--- src/rtl/exc_ctrl.sv ---
// Exception/ERET/MTC0 commit controller at writeback: raises CP0 strobes,
// flushes the pipeline for FLUSH_CYC cycles, then redirects fetch.
module exc_ctrl #(
  parameter logic [31:0] EX_ENTRY  = 32'hbfc00380,
  parameter int          FLUSH_CYC = 2
) (
  input  logic        clk,
  input  logic        reset,
  input  logic        ws_valid,
  output logic        ws_ready,
  input  logic [4:0]  ws_ex_code,
  input  logic        ws_bd,
  input  logic [31:0] ws_pc,
  input  logic [31:0] ws_badvaddr,
  input  logic        ws_eret,
  input  logic [31:0] ws_epc,
  input  logic        ws_mtc0,
  input  logic [4:0]  ws_mtc0_waddr,
  input  logic [31:0] ws_mtc0_wdata,
  input  logic [31:0] cp0_status,
  input  logic [31:0] cp0_cause,
  input  logic        time_int,
  output logic [4:0]  ex_code,
  output logic        bd,
  output logic        eret,
  output logic [31:0] BadVAddr,
  output logic        pc_error,
  output logic [31:0] wdata,
  output logic        mtc0,
  output logic [4:0]  mtc0_waddr,
  output logic [31:0] mtc0_wdata,
  output logic        flush,
  output logic        redirect_valid,
  output logic [31:0] redirect_pc,
  input  logic        redirect_ready
);

  typedef enum logic [1:0] {IDLE, FLUSH, REDIRECT} state_e;

  localparam logic [4:0] NO_EX    = 5'h1f;
  localparam logic [4:0] EXC_INT  = 5'h00;
  localparam logic [4:0] EXC_ADEL = 5'h04;
  localparam logic [2:0] CNT_INIT = 3'(FLUSH_CYC - 1);

  state_e      state_q;
  logic [2:0]  cnt_q;
  logic [31:0] target_q;

  logic        accept;
  logic        int_pend;
  logic [4:0]  code_d;
  logic        unused_ok;

  // Interrupts need IE=1 and EXL=0; the timer is folded onto IP7.
  function automatic logic int_pending(input logic [31:0] status,
                                       input logic [31:0] cause,
                                       input logic        tint);
    logic [7:0] ip;
    ip = cause[15:8] | {tint, 7'b0};
    return status[0] & ~status[1] & (|(ip & status[15:8]));
  endfunction

  assign ws_ready    = (state_q == IDLE);
  assign accept      = ws_valid & ws_ready;
  assign int_pend    = int_pending(cp0_status, cp0_cause, time_int);
  assign code_d      = int_pend ? EXC_INT : ws_ex_code;
  assign redirect_pc = target_q;
  assign unused_ok   = ^{cp0_status[31:16], cp0_status[7:2],
                         cp0_cause[31:16], cp0_cause[7:0]};

  always_ff @(posedge clk or posedge reset) begin
    if (reset) begin
      state_q        <= IDLE;
      cnt_q          <= '0;
      target_q       <= '0;
      ex_code        <= NO_EX;
      bd             <= 1'b0;
      eret           <= 1'b0;
      BadVAddr       <= '0;
      pc_error       <= 1'b0;
      wdata          <= '0;
      mtc0           <= 1'b0;
      mtc0_waddr     <= '0;
      mtc0_wdata     <= '0;
      flush          <= 1'b0;
      redirect_valid <= 1'b0;
    end else begin
      // CP0 strobes are single-cycle pulses; fall back to idle values.
      ex_code    <= NO_EX;
      bd         <= 1'b0;
      eret       <= 1'b0;
      BadVAddr   <= '0;
      pc_error   <= 1'b0;
      wdata      <= '0;
      mtc0       <= 1'b0;
      mtc0_waddr <= '0;
      mtc0_wdata <= '0;

      unique case (state_q)
        IDLE: begin
          if (accept) begin
            if (code_d != NO_EX) begin
              ex_code  <= code_d;
              bd       <= ws_bd;
              wdata    <= ws_pc;
              BadVAddr <= ws_badvaddr;
              pc_error <= (code_d == EXC_ADEL) && (ws_badvaddr == ws_pc);
              target_q <= EX_ENTRY;
              cnt_q    <= CNT_INIT;
              flush    <= 1'b1;
              state_q  <= FLUSH;
            end else if (ws_eret) begin
              eret     <= 1'b1;
              target_q <= ws_epc;
              cnt_q    <= CNT_INIT;
              flush    <= 1'b1;
              state_q  <= FLUSH;
            end else if (ws_mtc0) begin
              mtc0       <= 1'b1;
              mtc0_waddr <= ws_mtc0_waddr;
              mtc0_wdata <= ws_mtc0_wdata;
            end
          end
        end
        FLUSH: begin
          if (cnt_q == 3'd0) begin
            flush          <= 1'b0;
            redirect_valid <= 1'b1;
            state_q        <= REDIRECT;
          end else begin
            cnt_q <= cnt_q - 3'd1;
          end
        end
        REDIRECT: begin
          if (redirect_ready) begin
            redirect_valid <= 1'b0;
            state_q        <= IDLE;
          end
        end
        default: state_q <= IDLE;
      endcase
    end
  end

endmodule

--- config.mk ---
export PLATFORM = sky130hd
export DESIGN_NAME = exc_ctrl
export DESIGN_NICKNAME = d
export VERILOG_FILES = /design/src/rtl/exc_ctrl.sv
export SDC_FILE = /design/constraint.sdc
export NUM_CORES = 1
export LEC_CHECK = 0
export CORE_AREA = 2 2 139 141
export CTS_CLUSTER_DIAMETER = 50
export CTS_CLUSTER_SIZE = 28
export DETAILED_ROUTE_END_ITERATION = 10
export DIE_AREA = 0 0 141 143
export PLACE_DENSITY = 0.8
export SYNTH_ARGS = -nofsm -noshare
export SYNTH_HDL_FRONTEND = slang
export SYNTH_SLANG_ARGS = --single-unit
export TNS_END_PERCENT = 100
--- constraint.sdc ---
create_clock -name clk -period 5.4 [get_ports clk]
set_clock_uncertainty 0.1 [all_clocks]
set_input_delay 1.62 -clock clk [delete_from_list [all_inputs] [get_ports clk]]
set_output_delay 1.62 -clock clk [all_outputs]
set_load 0.05 [all_outputs]
==> impl_metrics.csv, run 1 <==
group,metric,value,unit
outcome,status,"finished, final reports clean",
grt,grt_max_degree,150,
drt,wire_per_inst,16.2,um
clocking,numCtsBuffers,17,
die,die_w,141,um
sta,fin_setup_tns,0,ns
clocking,clkSinkCount,149,
worst_setup_path,criticalPathCategory,"in2reg",
cells_and_area,fin_area,9320,um2
yosys,ys_seq_elements,149,
clocking,cts_tree,"done",
drt,wl_met3,1920,um
sta,fin_crit_sh,0.711,
clocking,htree_levels,4,
yosys,syn_inst,404,
cells_and_area,fillers,1632,
yosys,syn_nets,616,
power_and_ir_drop,worst_ir_drop_vdd,0.000229,V
yosys,yosys_warnings,0,
job,max-cap-violations,0,
drt,vias,4169,
worst_setup_path,required,5.65,ns
drt,initialDrtViolationCount,106,
sta,relSlewSlack,0.248,
grt,grt_pass1_vias,4353,
grt,antenna_found_initial,0,
worst_setup_path,cp_slowest_stage_delay,0.72,ns
worst_setup_path,cp-end-kind,"flop",
sta,final_max_slew_viol_count,0,
sta,final-setup-viol-count,0,
sta,hold_viol_final,0,
grt,grt_usage,0.159,
drt,wl_met2,7150,um
sta,finalWorstPathRequiredPeriod,3.84,ns
cells_and_area,fin_nets,927,
clocking,post_cts_resized,0,
yosys,synth_cell_types,31,
power_and_ir_drop,power_density,387,nW/um2
place,post_dp_cell_area,8740,um2
clocking,clk_path_buf_depth,2,
worst_setup_path,path_cells,"clkdlybuf4s50_1 > a222oi_1 > nand4_1 > a21oi_2 > and3_1 > a22o_1",
drt,wirelength,15600,um
grt,grt_overflow,0,
cells_and_area,syn_to_final_growth,71.9,%
place,gp_congestion,0.804,
die,initial_core_util,0.292,
worst_setup_path,cp-start-kind,"input port",
clocking,cts-root-buf,"clkbuf_16",
drt,drc,0,
die,coreArea,18600,um2
clocking,clock_latency,0.41,ns
place,io_buffers,308,
drt,via_per_inst,4.33,
sta,rsz0062_at_grt,"false",
die,io_pins,355,
clocking,clkSlewWorstSetupHoldPaths,0.06,ns
sta,tightest_slew,1.13,ns
clocking,postCtsSetupRepairBufs,0,
drt,drt-met1-wl,6290,um
yosys,syn_area,5420,um2
grt,grt_pass1_wl,24200,um
die,die_h,143,um
cells_and_area,antennaDiodeCount,0,
worst_setup_path,critPathSlowestCell,"and3_1",
place,dp_hpwl,11800,um
sta,max_freq,0.260,GHz
worst_setup_path,arrival,4.08,ns
worst_hold_path,holdCritPathClass,"reg2reg",
cells_and_area,drive_gt1_frac,0.0536,
drt,ant_nets,0,
die,rows,50,
drt,dr.pass1.iters,4,
die,die_area,20200,um2
yosys,synth_seq_area_share,0.689,
clocking,postCtsHoldBufs,0,
power_and_ir_drop,leakage,4.03,nW
sta,fin_hold_ws,0.405,ns
drt,dr.max_layer_used,"met4",
yosys,avgSynthCellArea,13.4,um2
worst_setup_path,cp_max_fo,20,
-- per-stage QoR --
| step | std cells | util | total power [mW] | setup WS (ns) |
|---|---|---|---|---|
| 6_report | 962 | 0.502 | 3.60 | 1.56 |
| 2_1_floorplan | 404 | - | 2.01 | 1.81 |
| 4_1_cts | 962 | 0.502 | 3.65 | 1.52 |
| 3_3_place_gp | 930 | 0.470 | 2.45 | 1.08 |
| 3_5_place_dp | 930 | 0.470 | 2.47 | 1.09 |
| 5_1_grt | 962 | 0.502 | 3.78 | 1.40 |
-- cell type report --
cell class / count / area, um2 / area share
clock buffers: 20 / 437 / 0.0469
clock inverters: 12 / 143 / 0.0153
flip-flops and latches: 149 / 3730 / 0.401
inverters: 4 / 18.8 / 0.00201
repair buffers: 310 / 3110 / 0.334
well taps: 234 / 293 / 0.0314
multi-input cells: 233 / 1580 / 0.170
-- worst max-delay path, delay by kind of cell --
kind / cells / cell delay (ns)
AND/OR/NAND/NOR: 2 / 1.00
buffers and inverters: 1 / 0.40
AO/OA/AOI/OAI: 3 / 1.05
-- per-layer routing --
| layer | GRT usage | vias to the layer above |
|---|---|---|
| met5 | 0 | - |
| met4 | 0.0542 | 0 |
| met3 | 0.0855 | 16 |
| met2 | 0.251 | 224 |
| met1 | 0.187 | 1965 |
| li1 | - | 1964 |
-- logic make-up after synthesis --
kind of cell / Yosys count / share of synthesized area
mux: 1 / 0.00185
buf+inv: 22 / 0.0203
xor+xnor: 32 / 0.0517
flops: 149 / 0.689
simple gates: 153 / 0.165
fa+ha+maj: 2 / 0.00462
compound gates: 45 / 0.0674
-- registers in the layout, summed over array words and instances, names as in the netlist, 2 cells and up --
name	flops
redirect_pc	32
state_q	2
cnt_q	3
wdata	32
BadVAddr	32
mtc0_wdata	32
mtc0_waddr	5
ex_code	5
-- report_power, final --
group / internal, mW / switching (mW) / leakage, nW / total, mW
clock: 0.689 / 0.482 / 0.269 / 1.17
combinational: 0.413 / 0.720 / 1.80 / 1.13
sequential: 1.25 / 0.0462 / 1.96 / 1.30
-- cell usage in the layout (no fill, tap or decap), types with 4 or more instances in the layout --
| cell type | count |
|---|---|
| clkdlybuf4s50_1 | 308 |
| dfrtp_1 | 144 |
| and2_1 | 104 |
| a22o_1 | 20 |
| xnor2_1 | 18 |
| nand2_1 | 17 |
| clkbuf_16 | 17 |
| xor2_1 | 14 |
| o22a_1 | 12 |
| nand4_1 | 7 |
| nor2_1 | 6 |
| nor4_1 | 5 |
| clkinvlp_4 | 5 |
| inv_6 | 5 |
| dfstp_2 | 5 |
| nand2b_1 | 4 |
-- synth_stat cells --
library cell	n	area share
nand2_1	17	0.012
a21o_1	1	0.0014
and4_1	1	0.0016
xnor2_1	18	0.029
nand3_1	2	0.0018
nor2b_1	1	0.0012
ha_1	2	0.0046
nor2_1	7	0.0048
and3_1	3	0.0035
dfstp_2	5	0.024
a222oi_1	1	0.0018
o21ai_0	2	0.0018
xor2_1	14	0.023
dfrtp_1	144	0.66
nor3_1	2	0.0018
buf_6	2	0.0042
buf_4	1	0.0014
buf_2	7	0.0065
inv_1	4	0.0028
nand4_1	7	0.0081
o22a_1	12	0.019
and2_1	104	0.12
nand2b_1	4	0.0046
a22oi_1	2	0.0028
clkbuf_1	8	0.0055
nor4_1	5	0.0058
a22o_1	20	0.032
o22ai_1	3	0.0035
a21oi_1	3	0.0028
a21oi_2	1	0.0016
mux2i_1	1	0.0018
-- path summary, 6_finish.rpt --
kind	start	to	slack (ns)	cells past startpoint
setup reg to reg	state_q[0]$_DFFE_PP0P_	wdata[9]$_DFF_PP0_	3.18	4
setup / recovery	cp0_cause[13]	redirect_pc[6]$_DFFE_PP0P_	1.56	6
hold reg to reg	redirect_pc[12]$_DFFE_PP0P_	redirect_pc[12]$_DFFE_PP0P_	0.41	1
hold / removal	redirect_pc[12]$_DFFE_PP0P_	redirect_pc[12]$_DFFE_PP0P_	0.41	1
max in group asynchronous	reset	BadVAddr[21]$_DFF_PP0_	2.88	3
min in group asynchronous	reset	redirect_pc[16]$_DFFE_PP0P_	1.70	3
No activity file was read; power rests on OpenSTA's default activity.
==> run 2: changes to the inputs <==
Settings changed: CORE_AREA 2 2 139 141 to 2 2 138 140, DIE_AREA 0 0 141 143 to 0 0 140 142, PLACE_DENSITY 0.8 to 0.78.
Clock period 5.4 ns to 3.7 ns, I/O delays scaled along.
==> run 2 against run 1 <==
  * The run now ends with design-rule violations left
  * Die area down 1.4%
  * Setup slack worse by 0.99 ns
  * Final cell count up 0.62%
  * Critical path depth is 4 lower
  * Global-route usage is 0.25 points higher
==> impl_metrics.csv, run 2 (same netlist as run 1, synthesis figures left out) <==
group,metric,value,unit
outcome,status,"complete, but fails checks",
outcome,violations,"design-rule violations",
drt,via_per_inst,4.42,
cells_and_area,syn_to_final_growth,73.2,%
worst_setup_path,cp_max_fo,4,
worst_setup_path,critPathSlowestCell,"clkdlybuf4s50_1",
sta,fin_crit_sh,0.845,
grt,grt_pass1_vias,4540,
die,io_pins,355,
place,io_buffers,308,
worst_setup_path,criticalPathCategory,"reg2out",
die,rows,50,
clocking,postCtsHoldBufs,0,
die,die_area,19900,um2
worst_setup_path,cp-start-kind,"flop",
worst_hold_path,holdCritPathClass,"reg2reg",
die,die_w,140,um
cells_and_area,fin_nets,933,
clocking,clk_path_buf_depth,2,
clocking,clock_latency,0.41,ns
cells_and_area,drive_gt1_frac,0.0599,
clocking,post_cts_resized,0,
clocking,clkSinkCount,149,
power_and_ir_drop,leakage,4.07,nW
drt,wirelength,15800,um
sta,relSlewSlack,0.280,
worst_setup_path,cp_slowest_stage_delay,0.88,ns
drt,initialDrtViolationCount,184,
drt,vias,4274,
worst_setup_path,required,2.49,ns
drt,ant_nets,0,
sta,final_max_slew_viol_count,0,
clocking,cts-root-buf,"clkbuf_16",
worst_setup_path,path_cells,"nor2_1 > clkdlybuf4s50_1",
grt,antenna_found_initial,0,
drt,wire_per_inst,16.4,um
place,dp_hpwl,12100,um
sta,worst_slack,0.574,ns
clocking,cts_tree,"done",
power_and_ir_drop,worst_ir_drop_vdd,0.000285,V
clocking,clkSlewWorstSetupHoldPaths,0.06,ns
cells_and_area,antennaDiodeCount,0,
cells_and_area,fin_area,9390,um2
clocking,postCtsSetupRepairBufs,0,
sta,rsz0062_at_grt,"false",
sta,hold_viol_final,0,
die,initial_core_util,0.294,
power_and_ir_drop,power_density,561,nW/um2
cells_and_area,final_common_cell,"clkdlybuf4s50_1",
place,gp_congestion,0.789,
worst_setup_path,critPathTopFamily,"buffers and inverters",
sta,fin_setup_tns,0,ns
clocking,numCtsBuffers,17,
job,max-cap-violations,0,
clocking,htree_levels,4,
worst_setup_path,cp-end-kind,"output port",
grt,grt_max_degree,89,
sta,finalWorstPathRequiredPeriod,3.13,ns
place,pre_cts_slack,0.279,ns
grt,grt_usage,0.162,
die,coreArea,18500,um2
cells_and_area,mostFrequentLayoutCells,"clkdlybuf4s50_1, dfrtp_1, and2_1",
drt,dr.pass1.iters,10,
sta,final-setup-viol-count,0,
drt,drc,25,
grt,grt_overflow,0,
sta,max_freq,0.320,GHz
sta,tightest_slew,1.08,ns
worst_setup_path,arrival,1.92,ns
place,post_dp_cell_area,8820,um2
die,die_h,142,um
grt,grt_pass1_wl,24500,um
worst_setup_path,crit_buf_inv,1,
==> run 2: cell types whose count changed in the layout (fill, tap and decap cells not counted), sizes merged <==
| cell | previous run | this run |
|---|---|---|
| clkbuf | 20 | 21 |
| inv | 8 | 5 |
| clkinv | 1 | 3 |
| buf | 2 | 8 |
==> run 2: layout make-up <==
| class | instances | area, um2 |
|---|---|---|
| multi-input cells | 233 | 1580 |
| repair buffers | 316 | 3190 |
| inverters | 4 | 18.8 |
| well taps | 234 | 293 |
| fillers | 1609 | 9070 |
| clock buffers | 21 | 440 |
| clock inverters | 11 | 126 |
| flip-flops and latches | 149 | 3730 |
==> run 2: layer usage <==
metal	up-vias	wire, um	GRT usage
met5	-	0	0
met4	0	325	0.0532
met3	27	2020	0.0858
met2	239	7550	0.267
met1	2040	5950	0.182
li1	1968	-	-
==> run 2: path summary, 6_finish.rpt <==
path / slack [ns] / from / end / depth (start not counted)
max: 0.57 / state_q[0]$_DFFE_PP0P_ / ws_ready / 2
min: 0.40 / redirect_pc[1]$_DFFE_PP0P_ / redirect_pc[1]$_DFFE_PP0P_ / 1
max reg2reg: 1.58 / state_q[0]$_DFFE_PP0P_ / BadVAddr[21]$_DFF_PP0_ / 4
min reg2reg: 0.40 / redirect_pc[1]$_DFFE_PP0P_ / redirect_pc[1]$_DFFE_PP0P_ / 1
max in group asynchronous: 1.74 / reset / redirect_pc[17]$_DFFE_PP0P_ / 3
min in group asynchronous: 1.08 / reset / BadVAddr[3]$_DFF_PP0_ / 3
==> run 2: power by group <==
| part | total (mW) | internal, mW | switching (mW) |
|---|---|---|---|
| clock network | 1.68 | 0.996 | 0.685 |
| logic | 1.69 | 0.629 | 1.06 |
| registers | 1.90 | 1.83 | 0.0675 |
| total | 5.27 | 3.45 | 1.81 |
==> run 2: stage by stage <==
stage | hold slack, ns | utilization | instances | power (mW)
6_report | 0.404 | 0.509 | 968 | 5.27
3_3_place_gp | 0.387 | 0.478 | 936 | 3.61
5_1_grt | 0.415 | 0.509 | 968 | 5.52
4_1_cts | 0.409 | 0.509 | 968 | 5.34
3_5_place_dp | 0.392 | 0.478 | 936 | 3.64
2_1_floorplan | 0.399 | - | 404 | 2.93
==> run 3: changes to the inputs <==
Settings changed: CORE_AREA 2 2 138 140 to 2 2 139 141, DIE_AREA 0 0 140 142 to 0 0 141 143, PLACE_DENSITY 0.78 to 0.8.
Clock period 3.7 ns to 2.8 ns, I/O delays scaled along.
==> run 3 against run 2 <==
  * The flow now finishes without violations
  * Final cell count increased by 1.3%
  * First-iteration DRC count shrank 34%
  * Sequential power increased by 32%
  * Worst hold slack about the same
  * Critical endpoint is now ex_code[4]
  * Sequential share of layout area fell by 0.40 points
  * Highest routed layer unchanged
  * Global-route usage is 0.21 points lower
==> impl_metrics.csv, run 3 (same netlist as run 1, synthesis figures left out) <==
group,metric,value,unit
worst_setup_path,cp_slowest_stage_delay,0.81,ns
grt,grt_overflow,0,
sta,hold_viol_final,0,
power_and_ir_drop,worst_ir_drop_vdd,0.000429,V
clocking,clkSinkCount,149,
clocking,postCtsHoldBufs,0,
cells_and_area,final_common_cell,"clkdlybuf4s50_1",
worst_hold_path,min_path_cells,1,
grt,grt_usage,0.160,
sta,max_freq,0.374,GHz
drt,vias,4323,
die,die_w,141,um
worst_setup_path,cp_max_fo,1,
clocking,numCtsBuffers,17,
worst_setup_path,path_cells,"clkdlybuf4s50_1",
cells_and_area,antennaDiodeCount,0,
worst_setup_path,cp-end-kind,"output port",
cells_and_area,seq_area,3730,um2
worst_setup_path,cp.depth,1,
drt,ant_nets,0,
worst_setup_path,criticalPathCategory,"reg2out",
grt,grt_pass1_vias,4547,
worst_setup_path,arrival,1.74,ns
grt,grt_pass1_wl,24400,um
cells_and_area,mostFrequentLayoutCells,"clkdlybuf4s50_1, dfrtp_1, and2_1",
sta,fin_crit_sh,0.956,
cells_and_area,syn_to_final_growth,75.0,%
sta,tightest_slew,0.663,ns
clocking,clk_path_buf_depth,2,
sta,fin_setup_tns,0,ns
place,io_buffers,308,
clocking,cts_tree,"done",
clocking,clkSlewWorstSetupHoldPaths,0.06,ns
die,initial_core_util,0.292,
cells_and_area,multi_input_area,1590,um2
drt,initialDrtViolationCount,121,
worst_setup_path,required,1.86,ns
sta,fin_hold_ws,0.404,ns
sta,finalWorstPathRequiredPeriod,2.68,ns
place,dp_hpwl,12300,um
drt,drc,0,
power_and_ir_drop,power_density,731,nW/um2
worst_setup_path,critPathSlowestCell,"clkdlybuf4s50_1",
worst_setup_path,cp-start-kind,"flop",
die,die_area,20200,um2
power_and_ir_drop,power,6.93,mW
cells_and_area,drive_gt1_frac,0.0857,
grt,antenna_found_initial,0,
sta,rsz0062_at_grt,"false",
worst_setup_path,critPathTopFamily,"buffers and inverters",
power_and_ir_drop,leakage,4.15,nW
grt,grt_max_degree,89,
job,max-cap-violations,0,
place,gp_congestion,0.807,
clocking,clock_latency,0.41,ns
cells_and_area,fin_nets,946,
clocking,htree_levels,4,
clocking,cts-root-buf,"clkbuf_16",
place,post_dp_cell_area,8910,um2
die,rows,50,
worst_setup_path,r2r_cells,7,
die,io_pins,355,
drt,wire_per_inst,16.5,um
sta,final_max_slew_viol_count,0,
drt,via_per_inst,4.41,
worst_hold_path,holdCritPathClass,"reg2reg",
worst_setup_path,crit_buf_inv,1,
drt,dr.pass1.iters,4,
outcome,status,"finished, final reports clean",
sta,relSlewSlack,0.557,
cells_and_area,fin_area,9480,um2
cells_and_area,fillers,1628,
die,coreArea,18600,um2
cells_and_area,postLayoutCoreUtil,0.510,
drt,wirelength,16200,um
sta,final-setup-viol-count,0,
die,die_h,143,um
[run 3: changes by cell type in the layout (fill, tap and decap cells not counted), sizes merged, moves of 2 or more]
cell,delta
buf,+16
inv,+5
bufinv,-2
clkdlybuf4s50,-5
clkinv,+2
clkinvlp,-3
clkbuf,-2
[run 3: repair_timing]
item / in CTS / in global routing
gates cloned: 0 / 1
gates resized for setup: 1 / 1
pin swaps: 0 / 0
buffers inserted: 0 / 0
endpoints found under the setup margin: 1 / 65
[run 3: worst paths after layout]
| path | startpoint | to | slack (ns) |
|---|---|---|---|
| worst max register to register | state_q[1]$_DFFE_PP0P_ | pc_error$_DFF_PP0_ | 0.82 |
| worst max-delay path | ex_code[4]$_DFF_PP1_ | ex_code[4] | 0.12 |
| worst min-delay path | redirect_pc[12]$_DFFE_PP0P_ | redirect_pc[12]$_DFFE_PP0P_ | 0.40 |
| worst min register to register | redirect_pc[12]$_DFFE_PP0P_ | redirect_pc[12]$_DFFE_PP0P_ | 0.40 |
| min in group asynchronous | reset | mtc0_wdata[15]$_DFF_PP0_ | 0.79 |
| max in group asynchronous | reset | ex_code[1]$_DFF_PP1_ | 1.35 |
[run 3: power by group]
group          switching [mW]  internal, mW
logic                    1.42         0.845
registers              0.0935          2.42
clock network           0.970          1.19
total                    2.48          4.45
[run 3: final cells by class]
cell class,count,area share
multi-input cells,234,0.168
inverters,4,0.00198
clock buffers,19,0.0467
flip-flops and latches,149,0.394
repair buffers,328,0.346
clock inverters,13,0.0123
well taps,234,0.0309
[run 3: stage by stage]
stage	setup slack [ns]	instances
2_1_floorplan	-0.0109	404
3_3_place_gp	-0.349	948
3_5_place_dp	-0.365	948
4_1_cts	0.0742	980
5_1_grt	0.0449	981
6_report	0.123	981
[run 3: metal layers]
layer / track usage / part of all wire / wire length [um] / vias to the layer above
li1: - / - / - / 2006
met1: 0.178 / 0.39 / 6360 / 2058
met2: 0.264 / 0.47 / 7680 / 238
met3: 0.0865 / 0.12 / 1870 / 21
met4: 0.0505 / 0.016 / 253 / 0
met5: 0 / 0 / 0 / -
